===== config.mk =====
export PLATFORM = sky130hd
export DESIGN_NAME = game_id_loader
export DESIGN_NICKNAME = d
export VERILOG_FILES = /design/src/rtl/game_id_loader.sv
export SDC_FILE = /design/constraint.sdc
export NUM_CORES = 1
export LEC_CHECK = 0
export BUFFER_PORTS_ARGS = -buffer_cell sky130_fd_sc_hd__buf_2
export CAP_MARGIN = 20
export CORE_MARGIN = 2
export CORE_UTILIZATION = 55
export CTS_CLUSTER_SIZE = 16
export DETAILED_ROUTE_END_ITERATION = 6
export PLACE_DENSITY = 0.83
export SLEW_MARGIN = 20
export SYNTH_ARGS = -nofsm -noshare
export SYNTH_HDL_FRONTEND = slang
export SYNTH_SLANG_ARGS = --single-unit

===== constraint.sdc =====
create_clock -name clk -period 5.35 [get_ports clk]
set_input_delay 0.535 -clock clk [delete_from_list [all_inputs] [get_ports clk]]
set_output_delay 0.535 -clock clk [all_outputs]
set_load 0.02 [all_outputs]

===== src/rtl/game_id_loader.sv =====
// game_id_loader: captures the 4-byte board-identity header from the ioctl
// download bus. It validates the header, commits the game code and holds the
// core in reset while a configuration download is in flight.
module game_id_loader #(
    parameter logic [7:0] CFG_INDEX  = 8'd1,
    parameter int         GAME_W     = 8,
    parameter logic [7:0] GAME_COUNT = 8'd16,
    parameter logic [7:0] MAGIC0     = 8'h54,
    parameter logic [7:0] MAGIC1     = 8'h46
) (
    input  logic              clk,
    input  logic              reset_n,
    input  logic              ioctl_download,
    input  logic [7:0]        ioctl_index,
    input  logic              ioctl_wr,
    input  logic [26:0]       ioctl_addr,
    input  logic [7:0]        ioctl_dout,
    output logic [GAME_W-1:0] game,
    output logic              game_valid,
    output logic              game_changed,
    output logic              cfg_error,
    output logic              core_reset_req
);

    typedef enum logic [1:0] {IDLE, RECEIVE, VALIDATE, COMMIT} state_t;

    state_t            state_reg, state_next;
    logic              cfg_active;
    logic              cfg_active_q;
    logic              cfg_start;
    logic              header_wr;
    logic [3:0]        addr_onehot;
    logic              capture_en;
    logic              header_pass;
    logic [3:0]        mask_reg, mask_next;
    logic [7:0]        slot_reg [4];
    logic [GAME_W-1:0] game_reg, game_next;
    logic              valid_reg, valid_next;
    logic              changed_reg, changed_next;
    logic              error_reg, error_next;
    logic              core_rst_reg, core_rst_next;

    // The config stream is one specific download index; every other index is invisible here.
    assign cfg_active  = ioctl_download && (ioctl_index == CFG_INDEX);
    assign cfg_start   = cfg_active && !cfg_active_q;
    assign header_wr   = ioctl_wr && cfg_active && (ioctl_addr[26:2] == 25'd0);
    assign addr_onehot = 4'b0001 << ioctl_addr[1:0];

    assign header_pass = (mask_reg == 4'hF)
                      && (slot_reg[0] == MAGIC0)
                      && (slot_reg[1] == MAGIC1)
                      && (slot_reg[3] == ~slot_reg[2])
                      && (slot_reg[2] < GAME_COUNT);

    // Stream-edge history. It resets high, so a download already in flight when
    // reset releases is not mistaken for a fresh start. The header is only
    // re-read after the stream has been seen inactive.
    always_ff @(posedge clk or negedge reset_n) begin
        if (!reset_n) begin
            cfg_active_q <= 1'b1;
        end else begin
            cfg_active_q <= cfg_active;
        end
    end

    // Header byte slots; each slot captures its own address when capture is enabled.
    genvar gi;
    generate
        for (gi = 0; gi < 4; gi++) begin : g_slot
            // Slot gi register: last write to address gi wins.
            always_ff @(posedge clk or negedge reset_n) begin
                if (!reset_n) begin
                    slot_reg[gi] <= 8'd0;
                end else if (capture_en && (ioctl_addr[1:0] == 2'(gi))) begin
                    slot_reg[gi] <= ioctl_dout;
                end
            end
        end
    endgenerate

    // FSM state and output registers.
    always_ff @(posedge clk or negedge reset_n) begin
        if (!reset_n) begin
            state_reg    <= IDLE;
            mask_reg     <= 4'd0;
            game_reg     <= '0;
            valid_reg    <= 1'b0;
            changed_reg  <= 1'b0;
            error_reg    <= 1'b0;
            core_rst_reg <= 1'b1;
        end else begin
            state_reg    <= state_next;
            mask_reg     <= mask_next;
            game_reg     <= game_next;
            valid_reg    <= valid_next;
            changed_reg  <= changed_next;
            error_reg    <= error_next;
            core_rst_reg <= core_rst_next;
        end
    end

    // Next-state and next-output logic.
    always_comb begin
        state_next    = state_reg;
        mask_next     = mask_reg;
        capture_en    = 1'b0;
        game_next     = game_reg;
        valid_next    = valid_reg;
        changed_next  = 1'b0;
        error_next    = error_reg;
        core_rst_next = core_rst_reg;

        case (state_reg)
            IDLE: begin
                // Leaving IDLE is handled by the restart logic below.
            end
            RECEIVE: begin
                if (!cfg_active) begin
                    // Stream ended. A write in this same cycle is not part of the stream.
                    state_next = VALIDATE;
                end else if (header_wr) begin
                    capture_en = 1'b1;
                    mask_next  = mask_reg | addr_onehot;
                end
            end
            VALIDATE: begin
                if (header_pass) begin
                    // Loading the game code here makes it and the change pulse
                    // visible during the COMMIT cycle.
                    state_next   = COMMIT;
                    game_next    = slot_reg[2][GAME_W-1:0];
                    valid_next   = 1'b1;
                    changed_next = 1'b1;
                end else begin
                    state_next = IDLE;
                    error_next = 1'b1;
                    // If a good board was already running, keep it running.
                    if (valid_reg) begin
                        core_rst_next = 1'b0;
                    end
                end
            end
            COMMIT: begin
                state_next    = IDLE;
                core_rst_next = 1'b0;
            end
            default: begin
                state_next = IDLE;
            end
        endcase

        // A fresh config download restarts capture from any state except RECEIVE.
        // In COMMIT the new code is already registered, so the commit still completes.
        if (cfg_start && (state_reg != RECEIVE)) begin
            state_next    = RECEIVE;
            error_next    = 1'b0;
            core_rst_next = 1'b1;
            capture_en    = header_wr;
            mask_next     = header_wr ? addr_onehot : 4'd0;
            game_next     = game_reg;
            valid_next    = valid_reg;
            changed_next  = 1'b0;
        end
    end

    assign game           = game_reg;
    assign game_valid     = valid_reg;
    assign game_changed   = changed_reg;
    assign cfg_error      = error_reg;
    assign core_reset_req = core_rst_reg;

endmodule


==> impl_metrics.py, run 1 <==
metrics = {
    "worst_setup_path": {
        "r2r-start": "slot_reg[25]",
        "r2r_slack_ns": 3.33,
        "slowest_delay_ns": 0.46,
        "required_ns": 5.54,
        "critical_path_arrival_ns": 2.37,
        "worstSetupEndpointType": "flop",
        "worst_r2r_path_depth": 5,
        "path_max_fanout": 8,
        "cp_cell_sequence": "buf_2 > nor4b_1 > nand4_1 > nor3_1 > and3_1 > mux2_2",
        "start_kind": "input pin",
        "r2r_end": "game[1]",
        "slowest_stage": "and3_1",
        "path_class": "in -> reg",
    },
    "synth": {
        "synth_area_leader_cell": "dfrtp_1",
        "yosysSeqAreaShare": 0.572,
        "yosysUniqueCellTypes": 37,
        "ys_ff_latch": 51,
        "yosys_warnings": 0,
        "syn_area_sq_mm": 0.00224,
        "netlist_instances": 173,
        "syn_area_per_cell_sq_um": 12.9,
        "synth_area_leaders": "dfrtp_1, mux2_2, dfstp_2",
        "syn_nets": 220,
        "synth.top_cell.area_share": 0.548,
    },
    "pwr": {
        "sw_frac_of_total": 0.202,
        "p_per_area_mw_per_mm2": 259,
        "power.leakage_uw": 0.00143,
        "seqPwrFrac": 0.557,
        "p_clk_frac": 0.390,
        "p_comb_frac": 0.054,
        "power.total_uw": 699,
        "internal-power_uw": 558,
        "p_sw_uw": 141,
        "peakVddDrop_mv": 0.190,
    },
    "timing": {
        "tightest_slew_ns": 0.693,
        "timing.final.crit_share": 0.409,
        "fin_skew_ns": 0.00723,
        "fin_setup_tns_ns": 0,
        "finalMaxSlewViolations": 0,
        "setup_violations": 0,
        "hold_viol_final": 0,
        "slew_headroom": 0.534,
        "timing.fmax_mhz": 457,
        "rsz0062_at_grt": "no",
        "layout_min_cycle_time_ns": 2.19,
    },
    "clocking": {
        "cts_resized": 0,
        "clk_pin_slew_ns": 0.08,
        "cts_hold_buf": 0,
        "numCtsBuffers": 5,
        "postCtsSetupRepairBufs": 0,
        "clock-sinks": 51,
        "htreeDepth": 2,
        "cts_root_buf": "clkbuf_8",
        "clk_latency_ns": 0.30,
        "clockBufferDepth": 2,
        "cts_tree": "built",
    },
    "floorplan": {
        "rows": 23,
        "initial_utilization": 0.567,
        "die_area_sq_mm": 0.00459,
        "coreArea_sq_mm": 0.00394,
        "die-width_um": 67.8,
        "io_pins": 59,
        "dieHeight_um": 67.8,
    },
    "detailed_routing": {
        "ant_nets": 0,
        "route.detailed.drc": 0,
        "wl_per_cell_um": 14.8,
        "routed_wl_mm": 4.25,
        "first_pass_iters": 4,
        "vias": 1552,
        "viasPerCell": 5.41,
        "drt_iter0_drc": 85,
    },
    "status": {
        "outcome": "finished, final reports clean",
    },
    "placed_design": {
        "dp.cells": 279,
        "gp_congestion": 0.762,
        "io_buffers": 58,
        "dp_hpwl_mm": 3.22,
    },
    "global_route": {
        "grt_pass1_vias": 1573,
        "grt.total_usage": 0.214,
        "antenna_found_initial": 0,
        "grt_max_degree": 52,
        "grt_first_pass_wirelength_mm": 7.13,
        "grt_overflow": 0,
    },
    "cells_and_area": {
        "finalNonFillerCells": 287,
        "final_common_cell": "buf_2",
        "drive_gt1_frac": 0.485,
        "syn2layout_area_growth_pct": 20.8,
        "fin_nets": 283,
        "fillers": 297,
        "largest_reg_flops": 32,
        "mostFrequentLayoutCells": "buf_2, dfrtp_1, mux2_2",
        "n_antenna_cell": 0,
    },
    "run": {
        "maxCapViolations": 0,
    },
    "hold_path": {
        "hp-class": "in -> async",
    },
}
## logic make-up (layout without fill, tap and decap cells)
| kind of cell | Yosys count | in the layout | synth area share |
|---|---|---|---|
| muxes | 36 | 36 | 0.181 |
| AOI/OAI and AO/OA | 12 | 12 | 0.0403 |
| xor gates and xnor gates | 7 | 7 | 0.0274 |
| DFF | 51 | 51 | 0.572 |
| and+or+nand+nor | 58 | 58 | 0.162 |
| buffers and inverters | 9 | 73 | 0.0168 |
## power by group through the flow
stage	sequential, uW	combinational [uW]	clock [uW]
after CTS	389	38.2	282
after global routing	390	42.8	298
after global placement	397	37.3	0
final	389	37.5	272
after floorplan	398	6.84	0
after detailed placement	397	38.2	0
## per-stage QoR
step | cell area [sq um] | hold slack (ns) | util | setup slack (ns)
final | 2700 | 0.245 | 0.685 | 3.16
after global routing | 2700 | 0.294 | 0.685 | 3.06
after CTS | 2700 | 0.459 | 0.685 | 3.17
after detailed placement | 2580 | 0.453 | 0.654 | 2.84
after global placement | 2580 | 0.456 | 0.654 | 2.95
after floorplan | 2240 | 0.239 | - | 3.27
## per-layer routing
metal,track usage,routed length [um],vias up
met5,0,0,-
met4,0.0816,52,0
met3,0.0517,182,7
met2,0.355,2160,38
met1,0.271,1850,762
li1,-,-,745
## how the worst max path moves through the flow
stage,depth (start not counted),from,slack (ns),end
after global placement,6,ioctl_addr[3],2.95,slot_reg[2]
after floorplan,6,ioctl_addr[3],3.27,slot_reg[0]
final,6,ioctl_addr[3],3.16,slot_reg[0]
after detailed placement,6,ioctl_addr[3],2.84,slot_reg[0]
after global routing,6,ioctl_addr[3],3.06,slot_reg[3]
after CTS,6,ioctl_addr[3],3.17,slot_reg[0]
## worst max-delay path, delay by kind of cell
kind          cells  cell delay, ns
simple gates      4            1.36
buf+inv           1            0.10
mux               1            0.39
## synth_stat cells, drive strengths merged
| cell type | count |
|---|---|
| inv | 7 |
| and2 | 5 |
| dfstp | 2 |
| nand4b | 1 |
| nor2 | 13 |
| mux2 | 36 |
| nand3b | 1 |
| or4 | 1 |
| o21a | 1 |
| nor2b | 2 |
| nor4 | 5 |
| a31oi | 1 |
| o311ai | 1 |
| xor2 | 5 |
| xnor2 | 2 |
| nor3b | 1 |
| nand3 | 5 |
| nand2 | 8 |
| o2111a | 1 |
| nor3 | 4 |
| nand2b | 1 |
| and3 | 1 |
| dfrtp | 49 |
| nand4 | 4 |
| or3 | 1 |
| a41o | 1 |
| buf | 1 |
| o21ai | 2 |
| nor4b | 5 |
| a22oi | 4 |
| a21oi | 1 |
| clkbuf | 1 |
## area by class of cell
cell class | instances | area (sq um) | share of cell area
clock buffer | 6 | 82.6 | 0.0306
clock inverter | 2 | 38.8 | 0.0144
tap | 50 | 62.6 | 0.0232
timing repair buffer | 58 | 293 | 0.108
multi-input combinational | 113 | 920 | 0.340
inverter | 7 | 26.3 | 0.00973
sequential | 51 | 1280 | 0.473
(Power assumes the default switching activity.)
==> run 2, diff against run 1 <==
CORE_UTILIZATION = 52   (was 55)
PLACE_DENSITY = 0.79   (was 0.83)
clock period = 2.2 ns   (was 5.35 ns; I/O delays follow)
==> run 2 against run 1 <==
Clock skew shrank 0.0024 ns. Register-to-register slack lost 3.1 ns. Flip-flop and latch count is the same. Via count grew 2.1%. Hold slack lost 0.22 ns.
==> impl_metrics.py, run 2 (synthesis results as in run 1) <==
metrics = {
    "status": {
        "outcome": "finished, final reports clean",
    },
    "pwr": {
        "p_per_area_mw_per_mm2": 572,
        "p_clk_frac": 0.327,
        "internal-power_uw": 1210,
        "p_sw_uw": 336,
        "peakVddDrop_mv": 0.436,
        "power.leakage_uw": 0.00143,
        "power.total_uw": 1540,
        "seqPwrFrac": 0.613,
        "p_comb_frac": 0.060,
        "sw_frac_of_total": 0.218,
    },
    "cells_and_area": {
        "largest_reg_flops": 32,
        "drive_gt1_frac": 0.488,
        "regArea_sq_mm": 0.00128,
        "multi_input_area_sq_um": 920,
        "fillers": 320,
        "fin_nets": 288,
        "final_common_cell": "buf_2",
        "mostFrequentLayoutCells": "buf_2, dfrtp_1, mux2_2",
        "syn2layout_area_growth_pct": 20.6,
        "n_antenna_cell": 0,
    },
    "detailed_routing": {
        "routed_wl_mm": 4.42,
        "ant_nets": 0,
        "drt_iter0_drc": 75,
        "first_pass_iters": 4,
        "viasPerCell": 5.42,
        "vias": 1584,
        "wl_per_cell_um": 15.1,
        "route.detailed.drc": 0,
    },
    "floorplan": {
        "io_pins": 59,
        "rows": 23,
        "dieHeight_um": 69.6,
        "coreArea_sq_mm": 0.00406,
        "initial_utilization": 0.551,
        "die_area_sq_mm": 0.00484,
        "die-width_um": 69.6,
    },
    "clocking": {
        "clk_pin_slew_ns": 0.08,
        "clock-sinks": 51,
        "cts_resized": 0,
        "cts_root_buf": "clkbuf_8",
        "cts_tree": "built",
        "clk_latency_ns": 0.30,
        "postCtsSetupRepairBufs": 0,
        "htreeDepth": 2,
        "cts_hold_buf": 0,
        "clockBufferDepth": 2,
        "numCtsBuffers": 5,
    },
    "global_route": {
        "grt.total_usage": 0.195,
        "grt_overflow": 0,
        "grt_pass1_vias": 1646,
        "antenna_found_initial": 0,
        "grt_first_pass_wirelength_mm": 7.48,
        "grt_max_degree": 52,
    },
    "placed_design": {
        "gp_congestion": 0.774,
        "dp_hpwl_mm": 3.43,
        "io_buffers": 58,
        "pre_cts_ws_ns": 0.124,
    },
    "worst_setup_path": {
        "path_max_fanout": 9,
        "slowest_delay_ns": 0.42,
        "slowest_stage": "nor4b_1",
        "critical_path_arrival_ns": 2.19,
        "required_ns": 2.38,
        "path_class": "reg -> reg",
        "worst_r2r_path_depth": 5,
        "path_depth": 5,
        "worstSetupEndpointType": "flop",
        "cp_cell_sequence": "nor4b_1 > nand4_1 > nor3_4 > nand4_4 > mux2_2",
        "start_kind": "flop",
        "critPathTopFamily": "simple AND/OR/NAND/NOR gates",
        "critPathBufInv": 0,
    },
    "timing": {
        "fin_setup_tns_ns": 0,
        "slew_headroom": 0.589,
        "tightest_slew_ns": 0.616,
        "fin_skew_ns": 0.00482,
        "layout_min_cycle_time_ns": 2.01,
        "timing.final.crit_share": 0.914,
        "finalMaxSlewViolations": 0,
        "timing.fmax_mhz": 498,
        "hold_viol_final": 0,
        "whs_ns": 0.0211,
        "setup_ws_ns": 0.190,
        "setup_violations": 0,
        "rsz0062_at_grt": "no",
    },
    "run": {
        "maxCapViolations": 0,
    },
    "hold_path": {
        "hp-class": "in -> async",
    },
}
## run 2: changes by cell type in the layout (fill, tap and decap cells not counted)
cell       change
bufinv_16      -1
clkbuf_1       +2
inv_6          -1
clkinv_2       +1
clkbuf_8       -1
buf_2          +1
buf_4          +4
## run 2: metal layers
metal	vias up	share of wire	global-route usage	wire length (um)
li1	759	-	-	-
met5	-	0	0	0
met4	0	0.0086	0.0414	38
met3	7	0.036	0.0610	157
met1	785	0.44	0.239	1960
met2	33	0.51	0.340	2260
## run 2: worst reg2reg max path, stage by stage, from the launching register on
cell	delay, ns
dfrtp_1	0.41
nor4b_1	0.42
nand4_1	0.27
nor3_4	0.28
nand4_4	0.20
mux2_2	0.32
## run 2: worst paths after layout
path,endpoint,slack (ns),startpoint
setup / recovery,game[3],0.19,slot_reg[12]
hold / removal,mask_reg[0],0.02,reset_n
setup reg to reg,game[3],0.19,slot_reg[12]
hold reg to reg,cfg_error,0.47,cfg_error
max in group asynchronous,slot_reg[24],1.77,reset_n
min in group clk,slot_reg[5],0.20,ioctl_dout[5]
## run 2: final cells by class
class                      count  share of cell area
multi-input combinational    113               0.341
clock buffer                   7              0.0283
sequential                    51               0.474
timing repair buffer          63               0.122
tap                           50              0.0232
inverter                       7             0.00974
clock inverter                 1             0.00186
## run 2: through the flow
step / instance area, sq um / cells / util
after floorplan: 2240 / 173 / -
after global placement: 2620 / 284 / 0.644
after detailed placement: 2620 / 284 / 0.644
after CTS: 2700 / 292 / 0.665
after global routing: 2700 / 292 / 0.665
final: 2700 / 292 / 0.665
## run 2: power by group through the flow
stage / registers [uW] / clock network, uW / logic (uW)
CTS: 946 / 520 / 93.6
floorplan: 969 / 0 / 16.6
global route: 947 / 561 / 105
detailed placement: 965 / 0 / 93.3
finish: 946 / 505 / 91.9
global placement: 965 / 0 / 91.0
